### config.mk
export PLATFORM = sky130hd
export DESIGN_NAME = multicycle_seq_flat
export DESIGN_NICKNAME = d
export VERILOG_FILES = /design/src/rtl/multicycle_seq_pkg.sv /design/src/rtl/multicycle_seq_if.sv /design/src/rtl/multicycle_seq_mem_timeout_ctr.sv /design/src/rtl/multicycle_seq.sv /design/src/flat_wrapper.sv
export SDC_FILE = /design/constraint.sdc
export NUM_CORES = 1
export LEC_CHECK = 0
export ABC_AREA = 1
export CORE_UTILIZATION = 49
export CTS_CLUSTER_DIAMETER = 60
export CTS_CLUSTER_SIZE = 10
export DETAILED_ROUTE_END_ITERATION = 7
export PLACE_DENSITY_LB_ADDON = 0.05
export SLEW_MARGIN = 20
export SYNTH_ARGS = -nofsm -noshare
export SYNTH_HDL_FRONTEND = slang
export SYNTH_HIERARCHICAL = 1
export SYNTH_SLANG_ARGS = --single-unit
### constraint.sdc
create_clock -name clk -period 2.4 [get_ports clk]
set_clock_uncertainty 0.15 [all_clocks]
set_input_delay 0.24 -clock clk [delete_from_list [all_inputs] [get_ports clk]]
set_output_delay 0.24 -clock clk [all_outputs]
set_load 0.02 [all_outputs]
### src/rtl/multicycle_seq_pkg.sv
// Shared types and constants for the KGPminiRISC multi-cycle sequencer.
package multicycle_seq_pkg;

  // Debug-visible state encoding; values are fixed because software reads them.
  typedef enum logic [2:0] {
    ST_IDLE   = 3'd0,
    ST_FETCH  = 3'd1,
    ST_DECODE = 3'd2,
    ST_EXEC   = 3'd3,
    ST_MEM    = 3'd4,
    ST_WB     = 3'd5,
    ST_HALT   = 3'd6,
    ST_FAULT  = 3'd7
  } seq_state_e;

  localparam int unsigned OPW_DEF         = 6;
  localparam logic [5:0]  HALT_OPCODE_DEF = 6'b111111;

  // mem_addr_sel encodings
  localparam logic ADDR_PC  = 1'b0;
  localparam logic ADDR_ALU = 1'b1;

  // Per-opcode control flags from the combinational decoder.
  typedef struct packed {
    logic mem_read;
    logic mem_write;
    logic reg_write;
    logic cond_jump;
    logic uncond_jump;
  } dec_flags_t;

  // States in which a memory request is outstanding.
  function automatic logic is_mem_phase(input seq_state_e s);
    return (s == ST_FETCH) || (s == ST_MEM);
  endfunction

  // States counted as busy: everything except IDLE and the two sticky stops.
  function automatic logic is_busy(input seq_state_e s);
    return !((s == ST_IDLE) || (s == ST_HALT) || (s == ST_FAULT));
  endfunction

endpackage

### src/rtl/multicycle_seq_if.sv
// Memory request/acknowledge bus between the sequencer and the memory interface.
interface multicycle_seq_if;
  logic mem_req;
  logic mem_we;
  logic mem_addr_sel;
  logic mem_ack;

  // Sequencer side issues requests and receives the ack pulse.
  modport master (
    output mem_req,
    output mem_we,
    output mem_addr_sel,
    input  mem_ack
  );

  // Memory side answers requests.
  modport slave (
    input  mem_req,
    input  mem_we,
    input  mem_addr_sel,
    output mem_ack
  );
endinterface

### src/rtl/multicycle_seq_mem_timeout_ctr.sv
// Wait-cycle counter for a memory request: clear/enable with an expiry flag
// that goes high in the last cycle a request is allowed to wait.
module mem_timeout_ctr #(
  parameter int unsigned MEM_TIMEOUT = 16
) (
  input  logic clk,
  input  logic rst_n,
  input  logic clr,
  input  logic en,
  output logic expired
);

  localparam int unsigned     CW   = (MEM_TIMEOUT > 2) ? $clog2(MEM_TIMEOUT) : 1;
  localparam logic [CW-1:0]   LAST = CW'(MEM_TIMEOUT - 1);

  logic [CW-1:0] cnt_q, cnt_d;

  // Next count: clear wins, saturate at the last allowed value.
  always_comb begin
    cnt_d = cnt_q;
    if (clr) begin
      cnt_d = '0;
    end else if (en && (cnt_q != LAST)) begin
      cnt_d = cnt_q + 1'b1;
    end
  end

  // Counter register with synchronous active-low reset.
  always_ff @(posedge clk) begin
    if (!rst_n) begin
      cnt_q <= '0;
    end else begin
      cnt_q <= cnt_d;
    end
  end

  assign expired = (cnt_q == LAST);

endmodule

### src/rtl/multicycle_seq.sv
// Multi-cycle instruction sequencer: steps each instruction through
// FETCH/DECODE/EXEC/MEM/WB from decoder flags, drives datapath write
// enables and a req/ack memory handshake with timeout.
module multicycle_seq
  import multicycle_seq_pkg::*;
#(
  parameter int unsigned    OPW         = OPW_DEF,
  parameter logic [OPW-1:0] HALT_OPCODE = OPW'(HALT_OPCODE_DEF),
  parameter int unsigned    MEM_TIMEOUT = 16,
  parameter int unsigned    CNTW        = 16
) (
  input  logic            clk,
  input  logic            rst_n,
  input  logic            run,
  input  logic [OPW-1:0]  opcode,
  input  logic            dec_mem_read,
  input  logic            dec_mem_write,
  input  logic            dec_reg_write,
  input  logic            dec_cond_jump,
  input  logic            dec_uncond_jump,
  input  logic            alu_flag,
  multicycle_seq_if.master mem_bus,
  output logic            ir_we,
  output logic            pc_inc_we,
  output logic            pc_jump_we,
  output logic            alu_en,
  output logic            rf_we,
  output logic            busy,
  output logic            halted,
  output logic            fault,
  output logic [2:0]      state,
  output logic [CNTW-1:0] instr_count
);

  seq_state_e      state_q, state_d;
  logic [CNTW-1:0] instr_count_q, instr_count_d;
  dec_flags_t      dec;
  logic            retire;
  logic            mem_phase;
  logic            tmo_clr;
  logic            tmo_en;
  logic            tmo_expired;
  logic            mem_ack;
  logic            mem_req_c;
  logic            mem_we_c;
  logic            mem_addr_sel_c;

  assign dec = '{
    mem_read:    dec_mem_read,
    mem_write:   dec_mem_write,
    reg_write:   dec_reg_write,
    cond_jump:   dec_cond_jump,
    uncond_jump: dec_uncond_jump
  };

  assign mem_ack   = mem_bus.mem_ack;
  assign mem_phase = is_mem_phase(state_q);

  // The counter is held clear outside FETCH/MEM and on the ack cycle, so it
  // is always zero on entry to either phase without decoding transitions.
  assign tmo_clr = !mem_phase || mem_ack;
  assign tmo_en  = mem_phase && !mem_ack;

  mem_timeout_ctr #(
    .MEM_TIMEOUT (MEM_TIMEOUT)
  ) u_tmo (
    .clk     (clk),
    .rst_n   (rst_n),
    .clr     (tmo_clr),
    .en      (tmo_en),
    .expired (tmo_expired)
  );

  // Next-state selection, retire detection and retired-instruction count.
  always_comb begin
    state_d = state_q;
    retire  = 1'b0;
    unique case (state_q)
      ST_IDLE: begin
        if (run) state_d = ST_FETCH;
      end
      ST_FETCH: begin
        if (mem_ack)          state_d = ST_DECODE;
        else if (tmo_expired) state_d = ST_FAULT;
      end
      ST_DECODE: begin
        if (opcode == HALT_OPCODE)           state_d = ST_HALT;
        else if (dec.mem_read && dec.mem_write) state_d = ST_FAULT;
        else                                 state_d = ST_EXEC;
      end
      ST_EXEC: begin
        if (dec.uncond_jump || dec.cond_jump) begin
          retire  = 1'b1;
          state_d = ST_FETCH;
        end else if (dec.mem_read || dec.mem_write) begin
          state_d = ST_MEM;
        end else if (dec.reg_write) begin
          state_d = ST_WB;
        end else begin
          retire  = 1'b1;
          state_d = ST_FETCH;
        end
      end
      ST_MEM: begin
        if (mem_ack) begin
          if (dec.mem_read) begin
            state_d = ST_WB;
          end else begin
            retire  = 1'b1;
            state_d = ST_FETCH;
          end
        end else if (tmo_expired) begin
          state_d = ST_FAULT;
        end
      end
      ST_WB: begin
        retire  = 1'b1;
        state_d = ST_FETCH;
      end
      ST_HALT:  state_d = ST_HALT;
      ST_FAULT: state_d = ST_FAULT;
    endcase

    instr_count_d = retire ? (instr_count_q + 1'b1) : instr_count_q;
  end

  // Sequencer state and retired-instruction counter.
  always_ff @(posedge clk) begin
    if (!rst_n) begin
      state_q       <= ST_IDLE;
      instr_count_q <= '0;
    end else begin
      state_q       <= state_d;
      instr_count_q <= instr_count_d;
    end
  end

  // Control outputs decoded from the current state plus ack / ALU flag.
  always_comb begin
    mem_req_c      = 1'b0;
    mem_we_c       = 1'b0;
    mem_addr_sel_c = ADDR_PC;
    ir_we          = 1'b0;
    pc_inc_we      = 1'b0;
    pc_jump_we     = 1'b0;
    alu_en         = 1'b0;
    rf_we          = 1'b0;
    halted         = 1'b0;
    fault          = 1'b0;
    unique case (state_q)
      ST_FETCH: begin
        mem_req_c      = 1'b1;
        mem_addr_sel_c = ADDR_PC;
        ir_we          = mem_ack;
        pc_inc_we      = mem_ack;
      end
      ST_EXEC: begin
        alu_en     = 1'b1;
        pc_jump_we = dec.uncond_jump || (dec.cond_jump && alu_flag);
      end
      ST_MEM: begin
        mem_req_c      = 1'b1;
        mem_addr_sel_c = ADDR_ALU;
        mem_we_c       = dec.mem_write;
      end
      ST_WB:    rf_we  = 1'b1;
      ST_HALT:  halted = 1'b1;
      ST_FAULT: fault  = 1'b1;
      default: ;
    endcase
  end

  assign mem_bus.mem_req      = mem_req_c;
  assign mem_bus.mem_we       = mem_we_c;
  assign mem_bus.mem_addr_sel = mem_addr_sel_c;

  assign busy        = is_busy(state_q);
  assign state       = state_q;
  assign instr_count = instr_count_q;

endmodule

### src/flat_wrapper.sv
// flat-port wrapper written by rule: the top's interface ports become plain ports
module multicycle_seq_flat import multicycle_seq_pkg::*;
#(
  parameter int unsigned    OPW         = OPW_DEF,
  parameter logic [OPW-1:0] HALT_OPCODE = OPW'(HALT_OPCODE_DEF),
  parameter int unsigned    MEM_TIMEOUT = 16,
  parameter int unsigned    CNTW        = 16
)
  (clk, rst_n, run, opcode, dec_mem_read, dec_mem_write, dec_reg_write, dec_cond_jump, dec_uncond_jump, alu_flag, ir_we, pc_inc_we, pc_jump_we, alu_en, rf_we, busy, halted, fault, state, instr_count, mem_bus_mem_req, mem_bus_mem_we, mem_bus_mem_addr_sel, mem_bus_mem_ack);
  multicycle_seq_if mem_bus_i ();
  input  logic clk;
  input  logic rst_n;
  input  logic run;
  input  logic [OPW-1:0] opcode;
  input  logic dec_mem_read;
  input  logic dec_mem_write;
  input  logic dec_reg_write;
  input  logic dec_cond_jump;
  input  logic dec_uncond_jump;
  input  logic alu_flag;
  output logic ir_we;
  output logic pc_inc_we;
  output logic pc_jump_we;
  output logic alu_en;
  output logic rf_we;
  output logic busy;
  output logic halted;
  output logic fault;
  output logic [2:0] state;
  output logic [CNTW-1:0] instr_count;
  output wire logic [$bits(mem_bus_i.mem_req)-1:0] mem_bus_mem_req;
  output wire logic [$bits(mem_bus_i.mem_we)-1:0] mem_bus_mem_we;
  output wire logic [$bits(mem_bus_i.mem_addr_sel)-1:0] mem_bus_mem_addr_sel;
  input wire logic [$bits(mem_bus_i.mem_ack)-1:0] mem_bus_mem_ack;
  assign mem_bus_mem_req = mem_bus_i.mem_req;
  assign mem_bus_mem_we = mem_bus_i.mem_we;
  assign mem_bus_mem_addr_sel = mem_bus_i.mem_addr_sel;
  assign mem_bus_i.mem_ack = mem_bus_mem_ack;
  multicycle_seq #(.OPW(OPW), .HALT_OPCODE(HALT_OPCODE), .MEM_TIMEOUT(MEM_TIMEOUT), .CNTW(CNTW)) u_core (.clk(clk), .rst_n(rst_n), .run(run), .opcode(opcode), .dec_mem_read(dec_mem_read), .dec_mem_write(dec_mem_write), .dec_reg_write(dec_reg_write), .dec_cond_jump(dec_cond_jump), .dec_uncond_jump(dec_uncond_jump), .alu_flag(alu_flag), .mem_bus(mem_bus_i), .ir_we(ir_we), .pc_inc_we(pc_inc_we), .pc_jump_we(pc_jump_we), .alu_en(alu_en), .rf_we(rf_we), .busy(busy), .halted(halted), .fault(fault), .state(state), .instr_count(instr_count));
endmodule
## Word-level counts from Yosys, hierarchy flattened

Cells that the tools add are included.

| storage, ports and cells | value |
|---|---|
| input port bits | 16 |
| logic and storage cells | 60 |
| bits in registers | 23 |
| output and inout port bits | 30 |

| cells by class | value |
|---|---|
| muxes and demuxes | 26 |
| reductions and logical operators | 17 |
| eq/ne operators | 11 |
| add/subtract/negate cells | 2 |
| bitwise operators | 1 |

Operators by type and width:

| cell | count |
|---|---|
| $mux W3 | 10 |
| $pmux W3 S8 | 1 |
| $add A16 B1 Y16 const B | 1 |
| $mux W1 | 14 |
| $eq A3 B3 Y1 const B | 4 |
| $logic_or A1 B1 Y1 | 7 |
| $eq A3 B2 Y1 const B | 2 |
| $eq A6 B6 Y1 const B | 1 |
| $add A4 B1 Y4 const B | 1 |
| $eq A4 B4 Y1 const B | 1 |
| $logic_and A1 B1 Y1 | 4 |
| $ne A4 B4 Y1 const B | 1 |
| $reduce_or A2 Y1 | 2 |
| $eq A3 B1 Y1 const B | 1 |
| $logic_not A1 Y1 | 3 |
| $logic_not A3 Y1 | 1 |
| $pmux W1 S3 | 1 |
| $ne A2 B2 Y1 const B | 1 |
| $not A1 Y1 | 1 |

## Logic depth before layout (Yosys ltp)

| logic depth | value |
|---|---|
| depth in word-level cells | 5 |
| gate-level depth with buffers | 11 |
| gate-level depth less buffers | 10 |

## Hierarchy

The synthesis kept the hierarchy.

By module, submodules not included:

| module | sequential area each (µm²) | instances | cells each | area each (µm²) |
|---|---|---|---|---|
| multicycle_seq | 380.4 | 1 | 201 | 1214.9 |
| mem_timeout_ctr | 80.1 | 1 | 30 | 203.9 |

## Worst setup path after synthesis

No wires, ideal clock.

| timing path | value |
|---|---|
| kind | reg-to-output |
| start | register u_core.state_q[0] (netlist: u_core/state[0]) |
| end | output port pc_inc_we |
| arrival time | 1.439 ns |
| buffers on the path | 2 |
| stages on the path, launching flop included | 7 |
| required time | 2.010 ns |
| setup slack | 0.571 ns |
| cells stage by stage | dfxtp_1 > buf_2 > inv_1 > nor2_1 > nand2_1 > nor2_1 > buf_4 |

| on the way | value |
|---|---|
| longest elaborated chain between the ends | 2 |

Ends and longest elaborated chain:

| item | RTL line | RTL |
|---|---|---|
| from (decl) | multicycle_seq.sv:35 | `seq_state_e state_q, state_d;` |
| from (signal assigned) | multicycle_seq.sv:133 | `state_q <= state_d;` |
| $eq A3 B1 Y1 | n/a |  |
| $mux W1 | n/a |  |
| to (decl) | flat_wrapper.sv:22 | `output logic pc_inc_we;` |

Every way passes these cells.

## Worst setup path after layout

| timing path | value |
|---|---|
| start | register u_core.state_q[0] (netlist: u_core/state[0]) |
| end | output port ir_we |

| on the way | value |
|---|---|
| longest elaborated chain between the ends | 2 |

Ends and longest elaborated chain:

| item | RTL line | RTL |
|---|---|---|
| $eq A3 B1 Y1 | multicycle_seq.sv:150 | `unique case (state_q)` |
| $mux W1 | multicycle_seq.sv:150 |  |
| to (decl) | flat_wrapper.sv:21 | `output logic ir_we;` |

Every way passes these cells.

==> results.md <==
* Dpl ws at between 0.3 and 0.4 ns
* Post-route clock period utilization at 93.3%
* Syn Nets at around 250
* Vias in the first global route at 1281
* Hold buffers post-CTS at 0
* Power, Total at 835 uW
* Via density at 4.91
* Routed len/inst at 10.3 um
* Clock Tree Root: clkbuf_4
* Via Count at 1507
* NumNets Final at roughly 300
* Worst Hold Class: reg -> reg
* Gr usage total at 20.9%
* Final Hold Violating Endpoints at 0
* Initial Util at 51.5%
* Post-synthesis register bit count at 23
* Pwr dens at 440 nW/um^2
* Sw frac at between 30% and 40%
* Net switching power at 271 uW
* Die Width at 55.8 um
* GR Overflow Total at 0
* Final setup vio count at 0
* PortBufs at 45
* Largest net degree at the start of global routing at 28
* Num rows at 19
* Worst-Margin Slew at 0.339 ns
* Total Wirelength at around 3.2 mm
* R2R setup slack at 0.61 ns
* DRT Pass-1 Iters at 4
* CTS Sinks at 23
* Critical Path RT at 2.01 ns
* Sequential share of power at about half
* Internal Power at 563 uW
* Max Clk Rate at 446 MHz
* Placeable Area at ~2800 um^2
* DRC violations left at 0
* Gpl congestion at 0.913
* # Post-CTS Setup Buffers at 0
* # IOs at 46
* Final-report max-slew violation count at 0
* Hold depth at 2
* Finished Cell Area at between 1500 and 2000 um^2
* Initial DRC count at 59
* Layout cells sized above 1 at 6.16%
* Clock share of power at between 20% and 30%
* Synth Instances at 231
* Fin crit period at around 2.2 ns
* Util after Layout at 68.7%
* RSZ-0062 raised after global routing: false
* DIE AREA at between 3000 and 4000 um^2
* Clock buffer depth at 2
* CP max FO at 9
* Initial antenna violation count at 0
* Global-route wire length before repair at 5.31 mm
* Critical path launch point type: flip-flop
* Reg2Reg Depth at 8
* Number of distinct library cells after synthesis at 27
* Worst hold start: u_core/u_tmo/cnt_q[3]$_SDFFE_PP0P_
* Worst slew margin at 77.3%
* Clock buffer count from CTS at 3
* Hpwl dp at 2.35 mm
* Clk slew on worst S/H paths at 0.13 ns
* Synthesized area at 1420 um^2
* Critical Path Sink Type: output port
* CTS tree: done
* DP Area at 1870 um^2
* Final worst slack at 0.160 ns
* WHS Endpoint: u_core/u_tmo/cnt_q[3]$_SDFFE_PP0P_
* WP data arrival at 1.85 ns
* Crit path kind: reg -> out
* Critical R2R Capture: u_core/instr_count[12]$_SDFFE_PN0P_
* Antenna cells at 0
* Leakage Power at between 0.0007 and 0.0008 uW
* H-tree levels at 1
* Post-synthesis sequential area ratio at 32.5%
* Layout area overhead at 33.6%
* TNS Setup at 0 ns
* Max VDD drop at roughly 0.42 mV
* Synth Warn # at 6
* Comb pwr share at 28.5%
* Outcome: finished, final reports clean
* R2R Path Start: u_core/instr_count[0]$_SDFFE_PN0P_
* Maxcap violations at 0
* Clock Latency Late Sink at 0.31 ns
* Routed Antenna Nets at 0
* Syn avg cell area at slightly above 6 um^2
* Die Ht at 55.8 um
## layout make-up
cell class / instances / area (um^2)
Sequential cell: 23 / 462
Clock buffer: 4 / 26.3
Timing Repair Buffer: 46 / 458
Multi-Input combinational cell: 176 / 810
Inverter: 27 / 101
Tap cell: 31 / 38.8
Fill cell: 250 / 862
## cell usage after synthesis, drive strengths merged
| cell type | instances | area share [%] |
|---|---|---|
| nand2 | 62 | 17 |
| nor2 | 55 | 15 |
| inv | 27 | 7.1 |
| dfxtp | 23 | 32 |
| nand3 | 21 | 8.1 |
| a21oi | 17 | 6.3 |
| o21ai | 9 | 3.7 |
| buf | 5 | 3.4 |
| nor3 | 4 | 1.4 |
| ha | 2 | 1.8 |
| nand4 | 2 | 0.88 |
| a21boi | 1 | 0.53 |
| nand3b | 1 | 0.53 |
| o211ai | 1 | 0.53 |
| xnor2 | 1 | 0.62 |
## cells in the final DEF, fill, tap and decap left out
master and count:
nand3_1 19, clkbuf_1 1, buf_4 1, a21boi_0 1, o211ai_1 1, nor3_1 4, nor2_4 1, clkbuf_4 3
nor2_2 2, dfxtp_2 1, o21ai_0 7, nand3_2 2, a21oi_1 16, a21oi_2 1, xnor2_1 1, o21ai_2 2
inv_2 1, nand2_4 1, nand2_2 2, nand2_1 59, nand4_1 2, dfxtp_1 22, clkdlybuf4s50_1 45, inv_1 26
ha_1 2, nor2_1 52, nand3b_1 1
## cell families after synthesis
| family | after synthesis | share of synthesized area, % |
|---|---|---|
| compound gates | 28 | 11.0 |
| xor+xnor | 1 | 0.617 |
| fa+ha+maj | 2 | 1.76 |
| buf+inv | 32 | 10.5 |
| flops | 23 | 32.5 |
| simple gates | 145 | 43.7 |
## worst max-delay path by stage
stage                                      start        end  cells past startpoint  slack [ns]
CTS                 u_core/state[0]$_SDFFE_PN0P_      ir_we                      5        0.03
floorplan           u_core/state[0]$_SDFFE_PN0P_  pc_inc_we                      6        0.57
finish              u_core/state[0]$_SDFFE_PN0P_      ir_we                      5        0.16
global route        u_core/state[0]$_SDFFE_PN0P_      ir_we                      5        0.04
global placement                 mem_bus_mem_ack      ir_we                      4        0.38
detailed placement               mem_bus_mem_ack      ir_we                      4        0.33
## routing by layer
metal	up-vias	wire [um]	track usage, %
met5	-	0	0
met4	0	31	7.32
met3	4	220	3.72
met2	49	1300	32.7
met1	633	1630	29.1
li1	821	-	-
## state kept, by name, summed over array words and instances (netlist names)
register,cells
u_core/instr_count,16
u_core/u_tmo/cnt_q,4
u_core/state,3
## through the flow
| stage | instances | hold WS, ns |
|---|---|---|
| global placement | 303 | 0.350 |
| CTS | 307 | 0.375 |
| detailed placement | 303 | 0.348 |
| global route | 307 | 0.402 |
| finish | 307 | 0.370 |
| floorplan | 231 | 0.228 |
## power groups by stage
stage                     Combinational [uW]  Clock [uW]  Sequential, uW
after floorplan                          146           0             424
after global placement                   236           0             422
after detailed placement                 238           0             423
after CTS                                238         187             415
after global routing                     261         199             419
final                                    238         180             416
## critical path, cell delays in order (launching register included)
cell and delay [ns]:
dfxtp_2 0.46, inv_1 0.08, nor2_1 0.08, nand2_1 0.10, nor2_1 0.18, clkdlybuf4s50_1 0.64
## timing repair
action	CTS	global route
resized for setup	0	1
hold endpoints to repair	0	0
endpoints found under the setup margin	0	3
Note: power is estimated with default switching activity, not from simulation.
